<file path="src/rtl/uart_pkg.sv">
// rtl/uart_pkg.sv - shared UART state encodings and bit-period derivation
package uart_pkg;

  typedef enum logic [2:0] {
    IDLE,
    START,
    DATA,
    STOP,
    WAIT_HIGH
  } uart_state_t;

  localparam int CNT_W = 16;

  // Rounded so uart_tx and uart_rx derive the identical bit period.
  function automatic int clks_per_bit(input int clk_hz, input int baud);
    return (clk_hz + baud / 2) / baud;
  endfunction

endpackage

</file>
<file path="src/rtl/uart_rx_if.sv">
// rtl/uart_rx_if.sv - received-byte holding register handshake and status pulses
interface uart_rx_if;
  logic [7:0] data_out;
  logic       data_valid;
  logic       data_ready;
  logic       frame_err;
  logic       overrun;

  modport master (output data_out, data_valid, frame_err, overrun, input data_ready);
  modport slave  (input data_out, data_valid, frame_err, overrun, output data_ready);
endinterface

</file>
<file path="src/rtl/uart_rx_sync.sv">
// rtl/uart_rx_sync.sv - 2-FF synchronizer with falling-edge detect
module uart_rx_sync (
  input  logic clk,
  input  logic reset,
  input  logic din,
  output logic dout,
  output logic fall
);

  logic       meta;
  logic       sync;
  logic       prev;
  logic [1:0] armed;

  // The edge register is only armed once the synchronizer holds real pin
  // samples, so a line held low through reset never looks like a 1->0 edge.
  always_ff @(posedge clk) begin
    if (!reset) begin
      meta  <= 1'b1;
      sync  <= 1'b1;
      prev  <= 1'b0;
      armed <= 2'b00;
    end else begin
      meta  <= din;
      sync  <= meta;
      armed <= {armed[0], 1'b1};
      prev  <= sync & armed[1];
    end
  end

  assign dout = sync;
  assign fall = prev & ~sync;

endmodule

</file>
<file path="src/rtl/uart_rx.sv">
// rtl/uart_rx.sv - 8N1 UART receiver with mid-bit majority vote and holding register
module uart_rx
  import uart_pkg::*;
#(
  parameter int CLK_HZ       = 12000000,
  parameter int BAUD         = 115200,
  parameter int CLKS_PER_BIT = clks_per_bit(CLK_HZ, BAUD)
) (
  input  logic        clk,
  input  logic        reset,
  input  logic        rx_in,
  uart_rx_if.master   bus
);

  localparam int HALF = CLKS_PER_BIT / 2;
  localparam logic [CNT_W-1:0] CNT_LAST = CNT_W'(CLKS_PER_BIT - 1);
  localparam logic [CNT_W-1:0] SAMPLE_A = CNT_W'(HALF - 1);
  localparam logic [CNT_W-1:0] SAMPLE_B = CNT_W'(HALF);
  localparam logic [CNT_W-1:0] VOTE_AT  = CNT_W'(HALF + 1);

  uart_state_t      state_q, state_d;
  logic [CNT_W-1:0] cnt_q, cnt_d;
  logic [2:0]       idx_q, idx_d;
  logic [7:0]       shift_q, shift_d;
  logic             smp_a, smp_b;
  logic             line, fall, vote, at_vote, wrap, good, bad;

  uart_rx_sync u_sync (
    .clk  (clk),
    .reset(reset),
    .din  (rx_in),
    .dout (line),
    .fall (fall)
  );

  assign at_vote = (cnt_q == VOTE_AT);
  assign wrap    = (cnt_q == CNT_LAST);
  // Third sample is the live synchronized line at the vote cycle.
  assign vote    = (smp_a & smp_b) | (smp_a & line) | (smp_b & line);

  always_comb begin
    state_d = state_q;
    cnt_d   = wrap ? '0 : cnt_q + CNT_W'(1);
    idx_d   = idx_q;
    shift_d = shift_q;
    good    = 1'b0;
    bad     = 1'b0;
    case (state_q)
      IDLE: begin
        cnt_d = '0;
        idx_d = '0;
        if (fall) state_d = START;
      end
      START: begin
        if (at_vote && vote) begin
          state_d = IDLE;
        end else if (wrap) begin
          state_d = DATA;
          idx_d   = '0;
        end
      end
      DATA: begin
        if (at_vote) shift_d[idx_q] = vote;
        if (wrap) begin
          idx_d = idx_q + 3'd1;
          if (idx_q == 3'd7) state_d = STOP;
        end
      end
      STOP: begin
        // Leave at mid-stop so a back-to-back start edge is not missed.
        if (at_vote) begin
          if (vote) begin
            good    = 1'b1;
            state_d = IDLE;
          end else begin
            bad     = 1'b1;
            state_d = WAIT_HIGH;
          end
        end
      end
      WAIT_HIGH: begin
        cnt_d = '0;
        if (line) state_d = IDLE;
      end
      default: state_d = IDLE;
    endcase
  end

  always_ff @(posedge clk) begin
    if (!reset) begin
      state_q        <= IDLE;
      cnt_q          <= '0;
      idx_q          <= '0;
      shift_q        <= '0;
      smp_a          <= 1'b0;
      smp_b          <= 1'b0;
      bus.data_out   <= '0;
      bus.data_valid <= 1'b0;
      bus.frame_err  <= 1'b0;
      bus.overrun    <= 1'b0;
    end else begin
      state_q <= state_d;
      cnt_q   <= cnt_d;
      idx_q   <= idx_d;
      shift_q <= shift_d;
      if (cnt_q == SAMPLE_A) smp_a <= line;
      if (cnt_q == SAMPLE_B) smp_b <= line;
      bus.frame_err <= bad;
      bus.overrun   <= good && bus.data_valid && !bus.data_ready;
      if (good && (!bus.data_valid || bus.data_ready)) begin
        bus.data_out   <= shift_q;
        bus.data_valid <= 1'b1;
      end else if (bus.data_valid && bus.data_ready) begin
        bus.data_valid <= 1'b0;
      end
    end
  end

endmodule

</file>
<file path="src/flat_wrapper.sv">
// flat-port wrapper written by rule: the top's interface ports become plain ports
module uart_rx_flat import uart_pkg::*;
#(
  parameter int CLK_HZ       = 12000000,
  parameter int BAUD         = 115200,
  parameter int CLKS_PER_BIT = clks_per_bit(CLK_HZ, BAUD)
)
  (clk, reset, rx_in, bus_data_out, bus_data_valid, bus_frame_err, bus_overrun, bus_data_ready);
  uart_rx_if bus_i ();
  input  logic clk;
  input  logic reset;
  input  logic rx_in;
  output wire logic [$bits(bus_i.data_out)-1:0] bus_data_out;
  output wire logic [$bits(bus_i.data_valid)-1:0] bus_data_valid;
  output wire logic [$bits(bus_i.frame_err)-1:0] bus_frame_err;
  output wire logic [$bits(bus_i.overrun)-1:0] bus_overrun;
  input wire logic [$bits(bus_i.data_ready)-1:0] bus_data_ready;
  assign bus_data_out = bus_i.data_out;
  assign bus_data_valid = bus_i.data_valid;
  assign bus_frame_err = bus_i.frame_err;
  assign bus_overrun = bus_i.overrun;
  assign bus_i.data_ready = bus_data_ready;
  uart_rx #(.CLK_HZ(CLK_HZ), .BAUD(BAUD), .CLKS_PER_BIT(CLKS_PER_BIT)) u_core (.clk(clk), .reset(reset), .rx_in(rx_in), .bus(bus_i));
endmodule
</file>
<file path="config.mk">
export PLATFORM = sky130hd
export DESIGN_NAME = uart_rx_flat
export DESIGN_NICKNAME = d
export VERILOG_FILES = /design/src/rtl/uart_pkg.sv /design/src/rtl/uart_rx_if.sv /design/src/rtl/uart_rx_sync.sv /design/src/rtl/uart_rx.sv /design/src/flat_wrapper.sv
export SDC_FILE = /design/constraint.sdc
export NUM_CORES = 1
export LEC_CHECK = 0
export BUFFER_PORTS_ARGS = -buffer_cell sky130_fd_sc_hd__buf_4
export CAP_MARGIN = 20
export CELL_PAD_IN_SITES_DETAIL_PLACEMENT = 1
export CELL_PAD_IN_SITES_GLOBAL_PLACEMENT = 2
export CORE_ASPECT_RATIO = 1.5
export CORE_MARGIN = 1.5
export CORE_UTILIZATION = 40
export CTS_CLUSTER_DIAMETER = 40
export DETAILED_ROUTE_END_ITERATION = 8
export MAX_ROUTING_LAYER = met4
export PLACE_DENSITY = 0.92
export SETUP_SLACK_MARGIN = 0.5
export SLEW_MARGIN = 20
export SYNTH_ARGS = -nofsm -noshare
export SYNTH_HDL_FRONTEND = slang
export SYNTH_SLANG_ARGS = --single-unit
</file>
<file path="constraint.sdc">
create_clock -name clk -period 4.3 [get_ports clk]
set_input_delay 0.215 -clock clk [delete_from_list [all_inputs] [get_ports clk]]
set_output_delay 0.215 -clock clk [all_outputs]
set_load 0.005 [all_outputs]
</file>
; ---- Word level (Yosys, flattened, before mapping)
; Index checks and enable logic that the tools add are counted.
[word_totals]
elab_cells = 85
output_inout_bits = 11
in_bits = 4
ff_bits = 48
[classes]
order_cmp = 2
reduce_logical = 17
n_eq_ne = 17
mux = 23
addsub = 2
bitwise_logic = 9
[ops]
columns = operator, n
row1 = $eq 16x6->1 const B, 3
row2 = $mux 3, 11
row3 = $add 16x1->16 const B, 1
row4 = $eq 16x7->1 const B, 1
row5 = $pmux 3 s5, 1
row6 = $ne 2x1->1 const B, 5
row7 = $pmux 3 s3, 1
row8 = $bwmux 8, 1
row9 = $mux 1, 8
row10 = $eq 3x2->1 const B, 2
row11 = $eq 3x3->1 const B, 2
row12 = $logic_and 1x1->1, 6
row13 = $reduce_and 6->1, 1
row14 = $and 1x1->1, 5
row15 = $lt 3x4->1 const B, 1
row16 = $ne 2x2->1 const B, 2
row17 = $reduce_and 4->1, 1
row18 = $reduce_or 4->1, 1
row19 = $add 3x1->3 const B, 1
row20 = $demux 1 s3, 1
row21 = $eq 3x1->1 const B, 1
row22 = $ge 3x1->1 const B, 1
row23 = $logic_not 3->1, 1
row24 = $ne 3x1->1 const B, 1
row25 = other kinds (8), 11

; ---- Depth between registers and ports, before layout
[logic_depth]
depth_word = 8
ltp_mapped = 8
ltp_nobuf = 6

; ---- Cells and area by module
; From an unflattened synthesis, not the netlist that was laid out.
[unflattened]
cells_unflattened = 255
area_unflattened_um2 = 2283.4
[by_module_without_submodules]
columns = module, n_inst, cells_each, area_each_um2, seq_area_each_um2
row1 = uart_rx, 1, 245, 2150.8, 860.8
row2 = uart_rx_sync, 1, 10, 132.6, 100.1

; ---- Worst setup path before layout
; Ideal clock, no wire load.
[synth_timing]
path_kind = flip-flop to flip-flop
start = reg u_core.cnt_q[0]
end = reg u_core.cnt_q[11]
required_time_ns = 4.236
synth_period_minus_slack_ns = 1.689
arrival_ns = 1.625
stages_incl_launch_ff = 8
path_buffers = 2
slack_ns = 2.611
cell_sequence = dfxtp_1 ha_1 and3b_2 and4_4 or3_1 buf_2 buf_6 nor2_1
[synth_between]
elab_chain_len = 2
word_cells_on_any_way = 3
cone_classes = add/sub (1) / eq/ne (1) / reduce/logical (1)
[synth_lines]
columns = element, line
row1 = start: declaration, uart_rx.sv:22  ; logic [CNT_W-1:0] cnt_q, cnt_d;
row2 = start signal: assignment, uart_rx.sv:103  ; cnt_q <= cnt_d;
row3 = branches (longest 2 deep; another with $add 16x1->16), n/a
; Several ways; the timed one is not identified.
; A chain may end at the register's enable or synchronous reset.

; ---- Worst setup path after layout
[layout_timing]
start = reg u_core.cnt_q[3]
end = reg u_core.shift_q[7]
[layout_between]
elab_chain_len = 2
[layout_lines]
columns = element, line
row1 = $eq 16x6->1, uart_rx.sv:36  ; assign at_vote = (cnt_q == VOTE_AT);
row2 = $reduce_and 2->1 (no source line), n/a
row3 = end signal: assignment, uart_rx.sv:105  ; shift_q <= shift_d;
row4 = end: declaration, uart_rx.sv:24  ; logic [7:0] shift_q, shift_d;
; Every way passes these cells.

==> flow_summary.json <==
{
  "fin_nets": 275,
  "rsz0062_at_grt": "false",
  "async_flop_share": 0,
  "fmax_ghz": 0.477,
  "yosys.area_share.adder": 0.0301,
  "fin_util": 0.447,
  "synth-simple-area-share": 0.307,
  "slew_headroom": 0.496,
  "worst_pin_slew_ns": 0.755,
  "cts_tree": "yes",
  "yosysTopAreaCellShare": 0.399,
  "synth_top_family_by_area": "simple AND/OR/NAND/NOR gates",
  "setup_viol": 0,
  "ff2ff_path_depth": 4,
  "synth_cells": 265,
  "grt_overflow": 0,
  "synth_area_sq_um": 2410,
  "hold_class": "input pin to flip-flop",
  "path_buf_inv": 0,
  "synth_area_leaders": "dfxtp_1 (40%), nand3_1 (5.2%), a21oi_1 (5.0%)",
  "critical_path_class": "flip-flop to flip-flop",
  "drtIter0Drc": 89,
  "port_buffers": 14,
  "drtAntennaViolNets": 0,
  "ctsResizeCount": 0,
  "diodes": 0,
  "reg2reg_slack_ns": 2.20,
  "clk_pin_slew_ns": 0.09,
  "drive_above_1_share": 0.142,
  "status": "finished clean",
  "place.gp.congestion": 0.748,
  "dr.pass1.iters": 4,
  "setup.worst_path.start_class": "flip-flop",
  "maxCapViolCount": 0,
  "pin_count": 15,
  "rows": 34,
  "synth_seq_area_share": 0.399,
  "cp_top_family": "simple AND/OR/NAND/NOR gates",
  "via_count": 1926,
  "synth_largest_area_cell": "dfxtp_1",
  "ys.flop_type": "dfxtp_1",
  "max_stage_delay_ns": 0.71,
  "worstSetupEndpointType": "flip-flop",
  "timing.final.crit_share": 0.488,
  "die_area_sq_um": 6500,
  "skew_ns": 0.0110,
  "die_w_um": 66.3,
  "drc": 0,
  "synth_cell_type_count": 54,
  "reg2reg_from": "u_core.cnt_q[3]",
  "crit_chain": "nor4_4 -> and4_1 -> nand4_1 -> a21oi_1",
  "cts.sinks": 48,
  "first_global_vias": 1911,
  "dp_hpwl_mm": 3.67,
  "tns_ns": 0,
  "cp_data_required_time_ns": 4.53,
  "grt_max_degree": 25,
  "finalInstanceArea_sq_um": 2590,
  "finalHoldViolCount": 0,
  "synth_compound_area_frac": 0.143,
  "clock_latency_ns": 0.31,
  "powerDensity_nw_per_um2": 351,
  "core_sq_um": 5790,
  "start_util": 0.416,
  "synth-xor-area-share": 0.0400,
  "cts.path.max_buffers": 2,
  "drv_slew": 0,
  "synth.avg_cell_area_sq_um": 9.08,
  "htreeDepth": 2,
  "placed_cell_area_sq_um": 2430,
  "numCtsBuffers": 5,
  "hp-start": "rx_in",
  "synth_nets": 274,
  "grt.total_usage": 0.180,
  "cp_num_cells": 4,
  "wl_per_cell_um": 15.6,
  "leakagePower_nw": 0.916,
  "routed_via_density": 5.68,
  "antenna_found_initial": 0,
  "crit_arrival_ns": 2.32,
  "synth_edf_count": 0,
  "peakVddDrop_mv": 0.143,
  "critPathSlowestCell": "and4_1",
  "fp.dieH_um": 98.0,
  "cts_setup_buffers": 0,
  "synth_seq_cells": 48,
  "crit_fanout": 18,
  "min_period_ns": 2.10,
  "drt_wl_total_mm": 5.28,
  "cts_root_buf": "clkbuf_8",
  "synthMuxAreaShare": 0,
  "r2r_end": "u_core.shift_q[7]",
  "area_growth_pct": 7.43,
  "ctsHoldBuffers": 0,
  "hold-path-cell-count": 2,
  "yosysWarnings": 0,
  "hold_end": "u_core.u_sync.meta",
  "grt_first_pass_wirelength_mm": 9.00
}
layout by cell type, fill, tap and decap left out, types with 2 or more instances in the layout:
| cell type | count |
|---|---|
| dfxtp_1 | 48 |
| nand3_1 | 25 |
| a21oi_1 | 24 |
| nor2_1 | 17 |
| o21ai_0 | 16 |
| buf_4 | 14 |
| nand2_1 | 13 |
| nand4_1 | 11 |
| xor2_1 | 10 |
| inv_1 | 5 |
| and3_1 | 5 |
| ha_1 | 5 |
| clkbuf_8 | 5 |
| o41ai_1 | 4 |
| and4_1 | 4 |
| nor3_1 | 4 |
| nand2b_1 | 4 |
| and4_2 | 4 |
| or3_1 | 3 |
| nor3b_1 | 3 |
| nor2b_1 | 3 |
| and2_1 | 3 |
| bufinv_16 | 3 |
| nor4_4 | 2 |
| nand4_2 | 2 |
| or4_1 | 2 |
| nor4_1 | 2 |
| a21bo_2 | 2 |
| o21ai_1 | 2 |
| o31ai_1 | 2 |
report_power, final:
part / switching [W] / total, W / internal, W
combinational: 0.00000752 / 0.0000113 / 0.00000383
sequential: 0.00000135 / 0.000448 / 0.000446
clock: 0.000158 / 0.000449 / 0.000291
kinds of logic after synthesis:
| kind of cell | after synthesis |
|---|---|
| AND/OR/NAND/NOR | 117 |
| AO/OA/AOI/OAI | 58 |
| flip-flops | 48 |
| buffers and inverters | 25 |
| XOR/XNOR | 11 |
| adder cells (fa/ha/maj) | 6 |
synthesized netlist by cell type (2+ instances only):
master    count
nor4_1        2
a21bo_2       2
xor2_1       10
and4_2        4
nand3_1      25
and2_1        3
or4_1         2
nor4_4        2
o21ai_1       2
o31ai_1       2
o21ai_0      16
inv_1         5
nand4_1      11
o41ai_1       4
and4_1        4
or3_1         3
and3_1        5
ha_1          5
nor2_1       17
dfxtp_1      48
buf_6         8
buf_2         2
nor3b_1       3
a21oi_1      24
buf_1         2
clkbuf_8      3
nor2b_1       3
nand4_2       2
nand2_1      13
clkbuf_1      3
nor3_1        4
nand2b_1      4
worst max path at each step:
stage                               start                 to  slack [ns]
final                     u_core.cnt_q[3]  u_core.shift_q[7]        2.20
after global routing      u_core.cnt_q[3]  u_core.shift_q[2]        1.99
after CTS                 u_core.cnt_q[3]  u_core.shift_q[2]        2.17
after detailed placement  u_core.cnt_q[3]  u_core.shift_q[6]        2.19
after global placement    u_core.cnt_q[3]  u_core.shift_q[6]        2.26
after floorplan           u_core.cnt_q[0]   u_core.cnt_q[11]        2.61
sequential cells by signal, summed over array words and instances (netlist names):
signal	flops
u_core.bus.data_out	8
u_core.cnt_q	16
u_core.u_sync.dout	1
u_core.bus.overrun	1
u_core.bus.data_valid	1
u_core.u_sync.meta	1
u_core.u_sync.prev	1
u_core.state_q	3
u_core.bus.frame_err	1
u_core.u_sync.armed	2
u_core.smp_b	1
u_core.shift_q	8
u_core.smp_a	1
u_core.idx_q	3
final cells by class:
type / instances / area [sq um]
fillers: 699 / 3200
multi-input cells: 192 / 1250
flip-flops and latches: 48 / 961
repair buffers: 14 / 105
clock inverters: 3 / 90.1
well taps: 72 / 90.1
clock buffers: 5 / 68.8
inverters: 5 / 18.8
metrics by stage:
step	setup WS, ns	total power [W]	hold slack (ns)	std cells
final	2.20	0.000908	0.0863	339
after global routing	1.99	0.000942	0.0870	339
after CTS	2.17	0.000920	0.0811	339
after detailed placement	2.19	0.000470	0.403	331
after global placement	2.26	0.000470	0.395	331
after floorplan	2.61	0.000467	0.243	265
metal layers:
metal  wire length (um)  vias up  track usage
met5                  0        -            -
met4                 93        0       0.0581
met3                 97        7       0.0288
met2               2820       18        0.314
met1               2270      930        0.206
li1                   -      971            -
Power figures use the tool's default switching activity.
